### src/rtl/timer_pkg.sv
// Shared encodings and BCD helpers for the countdown timer controller.
package timer_pkg;
  typedef enum logic [1:0] {
    ST_IDLE  = 2'd0,
    ST_RUN   = 2'd1,
    ST_PAUSE = 2'd2,
    ST_ALARM = 2'd3
  } state_t;

  localparam logic [3:0] ONES_MAX = 4'd9;
  localparam logic [3:0] TENS_MAX = 4'd5;
  localparam int CLK_PER_SEC_DEF = 125000000;

  // Clamp a {tens,ones} BCD byte into 00..59.
  function automatic logic [7:0] bcd_clamp(input logic [7:0] v);
    logic [3:0] t, o;
    t = (v[7:4] > TENS_MAX) ? TENS_MAX : v[7:4];
    o = (v[3:0] > ONES_MAX) ? ONES_MAX : v[3:0];
    return {t, o};
  endfunction
endpackage

### src/rtl/bcd_mmss_down.sv
// Loadable MM:SS BCD down-counter; clamps loads and stops at 00:00.
module bcd_mmss_down
  import timer_pkg::*;
(
  input  logic       clk,
  input  logic       reset_p,
  input  logic       load,
  input  logic [7:0] load_min,
  input  logic [7:0] load_sec,
  input  logic       dec,
  output logic [7:0] min_bcd,
  output logic [7:0] sec_bcd,
  output logic       is_zero
);
  logic [7:0] r_min, r_sec;
  logic       w_b0, w_b1, w_b2;
  logic [3:0] w_so, w_st, w_mo, w_mt;

  // Borrow ripples ones -> tens -> minute ones -> minute tens.
  assign w_b0 = (r_sec[3:0] == 4'd0);
  assign w_so = w_b0 ? ONES_MAX : r_sec[3:0] - 4'd1;
  assign w_b1 = w_b0 && (r_sec[7:4] == 4'd0);
  assign w_st = !w_b0 ? r_sec[7:4] : (r_sec[7:4] == 4'd0) ? TENS_MAX : r_sec[7:4] - 4'd1;
  assign w_b2 = w_b1 && (r_min[3:0] == 4'd0);
  assign w_mo = !w_b1 ? r_min[3:0] : (r_min[3:0] == 4'd0) ? ONES_MAX : r_min[3:0] - 4'd1;
  assign w_mt = !w_b2 ? r_min[7:4] : (r_min[7:4] == 4'd0) ? TENS_MAX : r_min[7:4] - 4'd1;

  always_ff @(posedge clk or posedge reset_p) begin
    if (reset_p) begin
      r_min <= 8'h00;
      r_sec <= 8'h00;
    end else if (load) begin
      r_min <= bcd_clamp(load_min);
      r_sec <= bcd_clamp(load_sec);
    end else if (dec && !is_zero) begin
      r_min <= {w_mt, w_mo};
      r_sec <= {w_st, w_so};
    end
  end

  assign is_zero = (r_min == 8'h00) && (r_sec == 8'h00);
  assign min_bcd = r_min;
  assign sec_bcd = r_sec;
endmodule

### src/rtl/countdown_timer_ctrl.sv
// Countdown timer controller: 1 s prescaler, run/pause/alarm FSM, alarm duration.
module countdown_timer_ctrl
  import timer_pkg::*;
#(
  parameter int CLK_PER_SEC   = CLK_PER_SEC_DEF,
  parameter int ALARM_LEN_SEC = 5
) (
  input  logic       clk,
  input  logic       reset_p,
  input  logic       btn_start_stop,
  input  logic       btn_load,
  input  logic       btn_clear,
  input  logic [7:0] set_min,
  input  logic [7:0] set_sec,
  output logic [7:0] min_bcd,
  output logic [7:0] sec_bcd,
  output logic       running,
  output logic       alarm,
  output logic [1:0] state
);
  localparam int PW = (CLK_PER_SEC > 1) ? $clog2(CLK_PER_SEC) : 1;
  localparam logic [PW-1:0] PRE_MAX = PW'(CLK_PER_SEC - 1);
  localparam logic [5:0]    ALM_MAX = 6'(ALARM_LEN_SEC - 1);

  state_t        r_state, w_nstate;
  logic [PW-1:0] r_presc;
  logic [5:0]    r_acnt;
  logic          r_running, r_alarm;
  logic          w_tick, w_load, w_cnt_load, w_dec, w_is_zero, w_one_left;
  logic [7:0]    w_ld_min, w_ld_sec, w_min, w_sec;

  assign w_tick     = ((r_state == ST_RUN) || (r_state == ST_ALARM)) && (r_presc == PRE_MAX);
  assign w_one_left = (w_min == 8'h00) && (w_sec == 8'h01);

  always_ff @(posedge clk or posedge reset_p) begin
    if (reset_p) r_state <= ST_IDLE;
    else         r_state <= w_nstate;
  end

  always_comb begin
    w_nstate = r_state;
    if (btn_clear) w_nstate = ST_IDLE;
    else begin
      case (r_state)
        ST_IDLE:  if (btn_start_stop && !w_is_zero) w_nstate = ST_RUN;
        // A tick reaching 00:00 overrides a simultaneous pause.
        ST_RUN:   if (w_tick && w_one_left) w_nstate = ST_ALARM;
                  else if (btn_start_stop)  w_nstate = ST_PAUSE;
        ST_PAUSE: if (btn_start_stop) w_nstate = w_is_zero ? ST_IDLE : ST_RUN;
        ST_ALARM: if (btn_start_stop || (w_tick && r_acnt == ALM_MAX)) w_nstate = ST_IDLE;
        default:  w_nstate = ST_IDLE;
      endcase
    end
  end

  always_comb begin
    w_load     = !btn_clear && !btn_start_stop && btn_load &&
                 ((r_state == ST_IDLE) || (r_state == ST_PAUSE));
    w_cnt_load = btn_clear || w_load;
    w_ld_min   = btn_clear ? 8'h00 : set_min;
    w_ld_sec   = btn_clear ? 8'h00 : set_sec;
    w_dec      = !btn_clear && (r_state == ST_RUN) && w_tick;
  end

  // Prescaler sits at 0 in IDLE so every start begins a full second; PAUSE holds it.
  always_ff @(posedge clk or posedge reset_p) begin
    if (reset_p)
      r_presc <= '0;
    else if (btn_clear || (r_state == ST_IDLE) ||
             ((r_state == ST_RUN) && (w_nstate == ST_ALARM)))
      r_presc <= '0;
    else if ((r_state == ST_RUN) || (r_state == ST_ALARM))
      r_presc <= w_tick ? '0 : r_presc + PW'(1);
  end

  always_ff @(posedge clk or posedge reset_p) begin
    if (reset_p)
      r_acnt <= 6'd0;
    else if ((r_state != ST_ALARM) || (w_nstate != ST_ALARM))
      r_acnt <= 6'd0;
    else if (w_tick)
      r_acnt <= r_acnt + 6'd1;
  end

  always_ff @(posedge clk or posedge reset_p) begin
    if (reset_p) begin
      r_running <= 1'b0;
      r_alarm   <= 1'b0;
    end else begin
      r_running <= (w_nstate == ST_RUN);
      r_alarm   <= (w_nstate == ST_ALARM);
    end
  end

  bcd_mmss_down u_cnt (
    .clk      (clk),
    .reset_p  (reset_p),
    .load     (w_cnt_load),
    .load_min (w_ld_min),
    .load_sec (w_ld_sec),
    .dec      (w_dec),
    .min_bcd  (w_min),
    .sec_bcd  (w_sec),
    .is_zero  (w_is_zero)
  );

  assign min_bcd = w_min;
  assign sec_bcd = w_sec;
  assign running = r_running;
  assign alarm   = r_alarm;
  assign state   = r_state;
endmodule

### config.mk
export PLATFORM = sky130hd
export DESIGN_NAME = countdown_timer_ctrl
export DESIGN_NICKNAME = d
export VERILOG_FILES = /design/src/rtl/timer_pkg.sv /design/src/rtl/bcd_mmss_down.sv /design/src/rtl/countdown_timer_ctrl.sv
export SDC_FILE = /design/constraint.sdc
export NUM_CORES = 1
export LEC_CHECK = 0
export BUFFER_PORTS_ARGS = -buffer_cell sky130_fd_sc_hd__buf_2
export CAP_MARGIN = 10
export CORE_MARGIN = 5
export CORE_UTILIZATION = 40
export DETAILED_ROUTE_END_ITERATION = 6
export RECOVER_POWER = 25
export REMOVE_ABC_BUFFERS = 1
export SLEW_MARGIN = 20
export SYNTH_ARGS = -nofsm -noshare
export SYNTH_HDL_FRONTEND = slang
export SYNTH_HIERARCHICAL = 1
export SYNTH_SLANG_ARGS = --single-unit
### constraint.sdc
create_clock -name clk -period 4 [get_ports clk]
set_clock_uncertainty 0.2 [all_clocks]
set_input_delay 0.2 -clock clk [delete_from_list [all_inputs] [get_ports clk]]
set_output_delay 0.2 -clock clk [all_outputs]
set_load 0.03 [all_outputs]
# Word level (Yosys, flattened, before mapping)
# Index checks and enable logic that the tools add are counted.
[classes]
n_addsub = 6
n_mul = 0
n_div = 0
order_cmp = 4
eq_ne = 10
shift = 0
mux = 30
n_bitwise = 0
reduce_logical = 41
[op_table]
columns = ["operator", "n"]
rows = [
  ["$mux W27", 3],
  ["$mux W8", 6],
  ["$mux W4", 11],
  ["$add A27 B1 Y27 const B", 1],
  ["$eq A27 B27 Y1 const B", 1],
  ["$logic_not A4 Y1", 4],
  ["$logic_not A8 Y1", 2],
  ["$sub A4 B1 Y4 const B", 4],
  ["$logic_and A1 B1 Y1", 15],
  ["$mux W2", 6],
  ["$mux W6", 2],
  ["$reduce_bool A2 Y1", 6],
  ["$eq A8 B1 Y1 const B", 1],
  ["$gt A4 B3 Y1 const B", 2],
  ["$gt A4 B4 Y1 const B", 2],
  ["$pmux W2 S4", 1],
  ["$logic_or A1 B1 Y1", 7],
  ["$add A6 B1 Y6 const B", 1],
  ["$eq A2 B2 Y1 const B", 3],
  ["$eq A6 B3 Y1 const B", 1],
  ["$reduce_and A2 Y1", 3],
  ["$eq A2 B1 Y1 const B", 2],
  ["$ne A2 B2 Y1 const B", 2],
  ["$logic_not A1 Y1", 3],
  ["other kinds (2)", 2],
]
[word_totals]
ff_bits = 53
latchBits = 0
mem_bits_rw = 0
mem_bits_ro = 0
in_bits = 21
memories = 0

# Depth between registers and ports, before layout
[logic_depth]
ltp_word = 12
ltp_mapped = 10

# By module
# The synthesis kept the hierarchy.
[by_module_without_submodules]
columns = ["mod", "n_inst", "cells_per_inst", "area_each_um2"]
rows = [
  ["countdown_timer_ctrl", 1, 270, 2448.6],
  ["bcd_mmss_down", 1, 112, 1036.0],
]

# Least setup slack after synthesis
# OpenSTA, ideal clock, no wires.
[synth_path]
path_type = "register to register"
start = "register r_state[0] (netlist: state[0])"
end = "register u_cnt.r_min[4] (netlist: u_cnt/min_bcd[4])"
setup_time_ns = 0.124
arrival_ns = 2.408
t_required_ns = 3.676
slack_ns = 1.268
stages_incl_launch_ff = 10
period_less_slack_ns = 2.732
cell_sequence = "dfrtp_1 -> buf_2 -> nor4b_1 -> and4_1 -> nand2_1 -> nor3_1 -> nor3b_4 -> and3_1 -> a21boi_1 -> o31a_1"
[synth_between]
elab_chain_cells = 7
[synth_lines]
columns = ["element", "line", "text"]
rows = [
  ["from (decl)", "countdown_timer_ctrl.sv:25", "state_t r_state, w_nstate;"],
  ["from (signal assigned)", "countdown_timer_ctrl.sv:37", "else r_state <= w_nstate;"],
  ["$eq A2 B1 Y1 / $eq A2 B2 Y1 (equally long branches)", "countdown_timer_ctrl.sv:32, countdown_timer_ctrl.sv:62", ""],
  ["$logic_or A1 B1 Y1", "countdown_timer_ctrl.sv:32", "assign w_tick = ((r_state == ST_RUN) || (r_state == ST_ALARM)) && (r_presc == PRE_MAX);"],
  ["$logic_and A1 B1 Y1", "countdown_timer_ctrl.sv:32", ""],
  ["$logic_and A1 B1 Y1 *", "countdown_timer_ctrl.sv:62", "w_dec = !btn_clear && (r_state == ST_RUN) && w_tick;"],
  ["named net w_dec", "countdown_timer_ctrl.sv:29", "logic w_tick, w_load, w_cnt_load, w_dec, w_is_zero, w_one_left;"],
  ["$logic_and A1 B1 Y1 *", "bcd_mmss_down.sv:35", "end else if (dec && !is_zero) begin"],
  ["$reduce_bool A2 Y1 (no source line) *", "-", ""],
  ["$reduce_and A2 Y1 (no source line) *", "-", ""],
  ["to (signal assigned)", "bcd_mmss_down.sv:33", "r_min <= bcd_clamp(load_min);"],
  ["to (signal assigned)", "bcd_mmss_down.sv:36", "r_min <= {w_mt, w_mo};"],
  ["to (decl)", "bcd_mmss_down.sv:15", "logic [7:0] r_min, r_sec;"],
]
# Mark *: on every way through the listed nets, which the timed path passes. The rest lies on a longest branch.
# A chain may end at the register's enable or synchronous reset.

# Final worst setup path
[layout_path]
start = "register r_presc[0]"
end = "register u_cnt.r_min[4] (netlist: u_cnt/min_bcd[4])"
[layout_between]
elab_chain_cells = 6
[layout_lines]
columns = ["element", "line", "text"]
rows = [
  ["from (decl)", "countdown_timer_ctrl.sv:26", "logic [PW-1:0] r_presc;"],
  ["from (signal assigned)", "countdown_timer_ctrl.sv:73", "r_presc <= w_tick ? '0 : r_presc + PW'(1);"],
  ["$eq A27 B27 Y1", "countdown_timer_ctrl.sv:32", ""],
  ["$logic_and A1 B1 Y1", "countdown_timer_ctrl.sv:32", ""],
  ["$logic_and A1 B1 Y1", "countdown_timer_ctrl.sv:62", ""],
  ["named net w_dec", "countdown_timer_ctrl.sv:29", ""],
  ["$logic_and A1 B1 Y1", "bcd_mmss_down.sv:35", ""],
  ["$reduce_bool A2 Y1 (no source line)", "-", ""],
  ["$reduce_and A2 Y1 (no source line)", "-", ""],
]
# The timed path passes the listed nets, and every way through them passes these cells.

==> impl_metrics.env <==
export IMPL_status="finished, violations left"
export IMPL_failed_checks="max-capacitance violations, max-slew violations"
export IMPL_yosys_top_cells_area="dfrtp_1 (38%), nand2_1 (4.1%), nor4_4 (3.7%)"
export IMPL_rsz0062_at_grt="false"
export IMPL_dr_wl_met2_um=3890
export IMPL_clockBufferDepth=2
export IMPL_holdCritStartpoint="set_sec[2]"
export IMPL_reg2reg_depth=9
export IMPL_cts_resized=0
export IMPL_cts_buffers=5
export IMPL_p_int_uw=740
export IMPL_critical_path_buf_inv_count=0
export IMPL_grt_start_max_net_pins=38
export IMPL_wl_per_cell_um=15.9
export IMPL_switching_share_pct=31.6
export IMPL_vias_per_cell=5.81
export IMPL_finalSetupViolations=0
export IMPL_drt_first_pass_iters=4
export IMPL_finish_utilization_pct=44.7
export IMPL_ys_seq_elements=53
export IMPL_wl_met1_um=3990
export IMPL_dr_wl_met3_um=385
export IMPL_crit_family="simple AND/OR/NAND/NOR gates"
export IMPL_antenna_found_initial=0
export IMPL_drc=0
export IMPL_avgSynthCellArea_um2=9.12
export IMPL_fin_cells=525
export IMPL_synth_top_cell_area_share_pct=38.1
export IMPL_power_leakage_nw=1.58
export IMPL_fp_coreArea_um2=8590
export IMPL_endpoint_kind="flop"
export IMPL_ir_drop_mv=0.165
export IMPL_hold_class="in -> reg"
export IMPL_hold_depth=4
export IMPL_cp_slowest_cell="nor4_2"
export IMPL_portBuffers=40
export IMPL_cts_max_level=2
export IMPL_cts_tree="done"
export IMPL_grt_pass1_wl_um=14200
export IMPL_drt_initial_drc_count=88
export IMPL_die_area_um2=10700
export IMPL_rrSetupSlack_ns=0.94
export IMPL_clock_latency_ns=0.31
export IMPL_die_h_um=103
export IMPL_cp_required_ns=4.01
export IMPL_finalMaxSlewViolations=38
export IMPL_hpwl_um=5940
export IMPL_seq_power_share_pct=54.7
export IMPL_setup_tns_ns=0
export IMPL_routabilityCongestion=0.807
export IMPL_ys_types=74
export IMPL_worst_slew_margin_rel_pct=-37.8
export IMPL_final_nets=440
export IMPL_wirelength_um=8350
export IMPL_tightest_slew_ns=2.07
export IMPL_grt_overflow_total=0
export IMPL_netlist_instances=382
export IMPL_synth_top_area_cell="dfrtp_1"
export IMPL_crit_cells=9
export IMPL_post_route_period_util_pct=76.5
export IMPL_hold_violations=0
export IMPL_synth_ff_type="dfrtp_1"
export IMPL_critPathMaxFanout=9
export IMPL_num_rows=34
export IMPL_rr_startpoint="r_presc[0]$_DFFE_PP0P_"
export IMPL_cts_setup_buffers=0
export IMPL_hold_path_end="u_cnt/sec_bcd[2]$_DFFE_PP0P_"
export IMPL_startpoint_type="flop"
export IMPL_clock_fmax_ghz=0.327
export IMPL_yosysWarnings=6
export IMPL_ios=41
export IMPL_initial_core_util_pct=40.6
export IMPL_crit_chain="ha_1, nand3_4, nor4_2, nand2_1, nor3_1, nor3b_4, and3_1, a21boi_1, o31a_1"
export IMPL_dp_cells=516
export IMPL_top_layer="met4"
export IMPL_p_comb_share_pct=16.7
export IMPL_ant_nets=0
export IMPL_arrival_ns=3.07
export IMPL_clkSlewWorstSetupHoldPaths_ns=0.11
export IMPL_holdWs_ns=0.0412
export IMPL_antennaDiodeCount=0
export IMPL_critical_path_class="reg -> reg"
export IMPL_area_growth_pct=10.2
export IMPL_power_density_nw_per_um2=282
export IMPL_syn_area_um2=3480
export IMPL_synth_edff_count=0
export IMPL_drive_gt1_share_pct=18.5
export IMPL_switching_power_uw=341
export IMPL_grt_pass1_vias=2819
export IMPL_vias=3048
export IMPL_clock_power_share_pct=28.6
export IMPL_period_needed_ns=3.06
export IMPL_cts_num_sinks=53
export IMPL_crit_path_max_incr_delay_ns=0.49
export IMPL_r2r_end="u_cnt/min_bcd[4]$_DFFE_PP0P_"
export IMPL_track_usage_pct=16.5
export IMPL_cts_root_buf="clkbuf_8"
export IMPL_fin_total_pwr_mw=1.08
export IMPL_ys_seq_area_share_pct=38.1
export IMPL_fp_dieW_um=103
export IMPL_async_flop_share_pct=100
export IMPL_max_cap_violations=1
-- registers in the layout (all words and copies together) (netlist names) --
signal	cells
alarm	1
r_acnt	6
r_presc	27
running	1
state	2
u_cnt/min_bcd	8
u_cnt/sec_bcd	8
-- how the worst max path moves through the flow --
| stage | from | endpoint | slack [ns] |
|---|---|---|---|
| finish | r_presc[0]$_DFFE_PP0P_ | u_cnt/min_bcd[4]$_DFFE_PP0P_ | 0.94 |
| global route | r_presc[0]$_DFFE_PP0P_ | u_cnt/min_bcd[4]$_DFFE_PP0P_ | 0.67 |
| CTS | r_presc[0]$_DFFE_PP0P_ | u_cnt/min_bcd[4]$_DFFE_PP0P_ | 0.90 |
| detailed placement | r_presc[0]$_DFFE_PP0P_ | u_cnt/min_bcd[4]$_DFFE_PP0P_ | 0.92 |
| global placement | r_presc[0]$_DFFE_PP0P_ | u_cnt/min_bcd[4]$_DFFE_PP0P_ | 1.00 |
| floorplan | r_presc[0]$_DFFE_PP0P_ | u_cnt/min_bcd[4]$_DFFE_PP0P_ | 1.30 |
-- cell families after synthesis --
kind of cell             Yosys count  synth area share [%]
buffers and inverters             29                  3.91
flip-flops                        53                  38.1
XOR/XNOR                           7                  1.76
adder cells (fa/ha/maj)            3                  1.08
AND/OR/NAND/NOR                  193                  36.6
AO/OA/AOI/OAI                     93                  17.4
multiplexers                       4                  1.15
-- per-layer routing --
metal	vias up	GRT usage, %
li1	1500	-
met1	1473	23.3
met2	69	26.7
met3	6	2.68
met4	0	3.88
met5	-	0
-- synthesized netlist by cell type (3+ instances only) --
library cell,n
clkbuf_1,6
xnor2_1,6
o211ai_1,3
nor2b_1,17
nor4_4,6
nand4_1,14
nand3_1,15
mux2i_1,4
a21o_1,5
nor2_1,27
nor3_2,3
or3_1,6
nand2b_1,7
inv_1,13
nor4b_1,5
a21oi_1,22
nand2_1,38
or4_1,3
and3_1,6
nor3_1,10
o21ai_1,6
o21ai_0,12
nor3b_1,3
dfrtp_1,53
a31oi_1,18
ha_1,3
nor4_1,4
buf_2,7
-- layout make-up --
| type | instances | area (µm²) |
|---|---|---|
| multi-input cells | 300 | 2020 |
| repair buffers | 43 | 220 |
| well taps | 108 | 135 |
| flip-flops and latches | 53 | 1330 |
| inverters | 13 | 48.8 |
| fillers | 855 | 4750 |
| clock inverters | 2 | 15.0 |
| clock buffers | 6 | 72.6 |
-- metrics by stage --
step	worst slack [ns]	area, µm²
after global routing	0.670	3840
after floorplan	1.30	3400
final	0.939	3840
after CTS	0.904	3840
after global placement	1.00	3750
after detailed placement	0.917	3750
-- cell usage in the layout (no fill, tap or decap), types with 12 or more instances in the layout --
master | Yosys | routed
dfrtp_1 | 53 | 53
buf_2 | 7 | 39
nand2_1 | 38 | 38
nor2_1 | 27 | 27
a21oi_1 | 22 | 22
a31oi_1 | 18 | 18
nor2b_1 | 17 | 17
nand3_1 | 15 | 15
nand4_1 | 14 | 14
inv_1 | 13 | 13
o21ai_0 | 12 | 12
-- power groups by stage --
stage	combinational, mW	sequential (mW)	clock [mW]
floorplan	0.0927	0.628	0
global placement	0.179	0.601	0
detailed placement	0.182	0.602	0
CTS	0.183	0.592	0.324
global route	0.200	0.597	0.341
finish	0.181	0.592	0.309
-- tightest hold or removal path, cell delays in order --
cell and delay [ns]:
buf_2 0.09, nor2b_1 0.13, nand2_1 0.05, o21ai_1 0.05
-- timing repair --
action,in CTS,in global routing
endpoints found under the hold margin,53,0
setup endpoints to repair,0,0
hold buffers,1,0
Note: power is estimated with default switching activity, not from simulation.
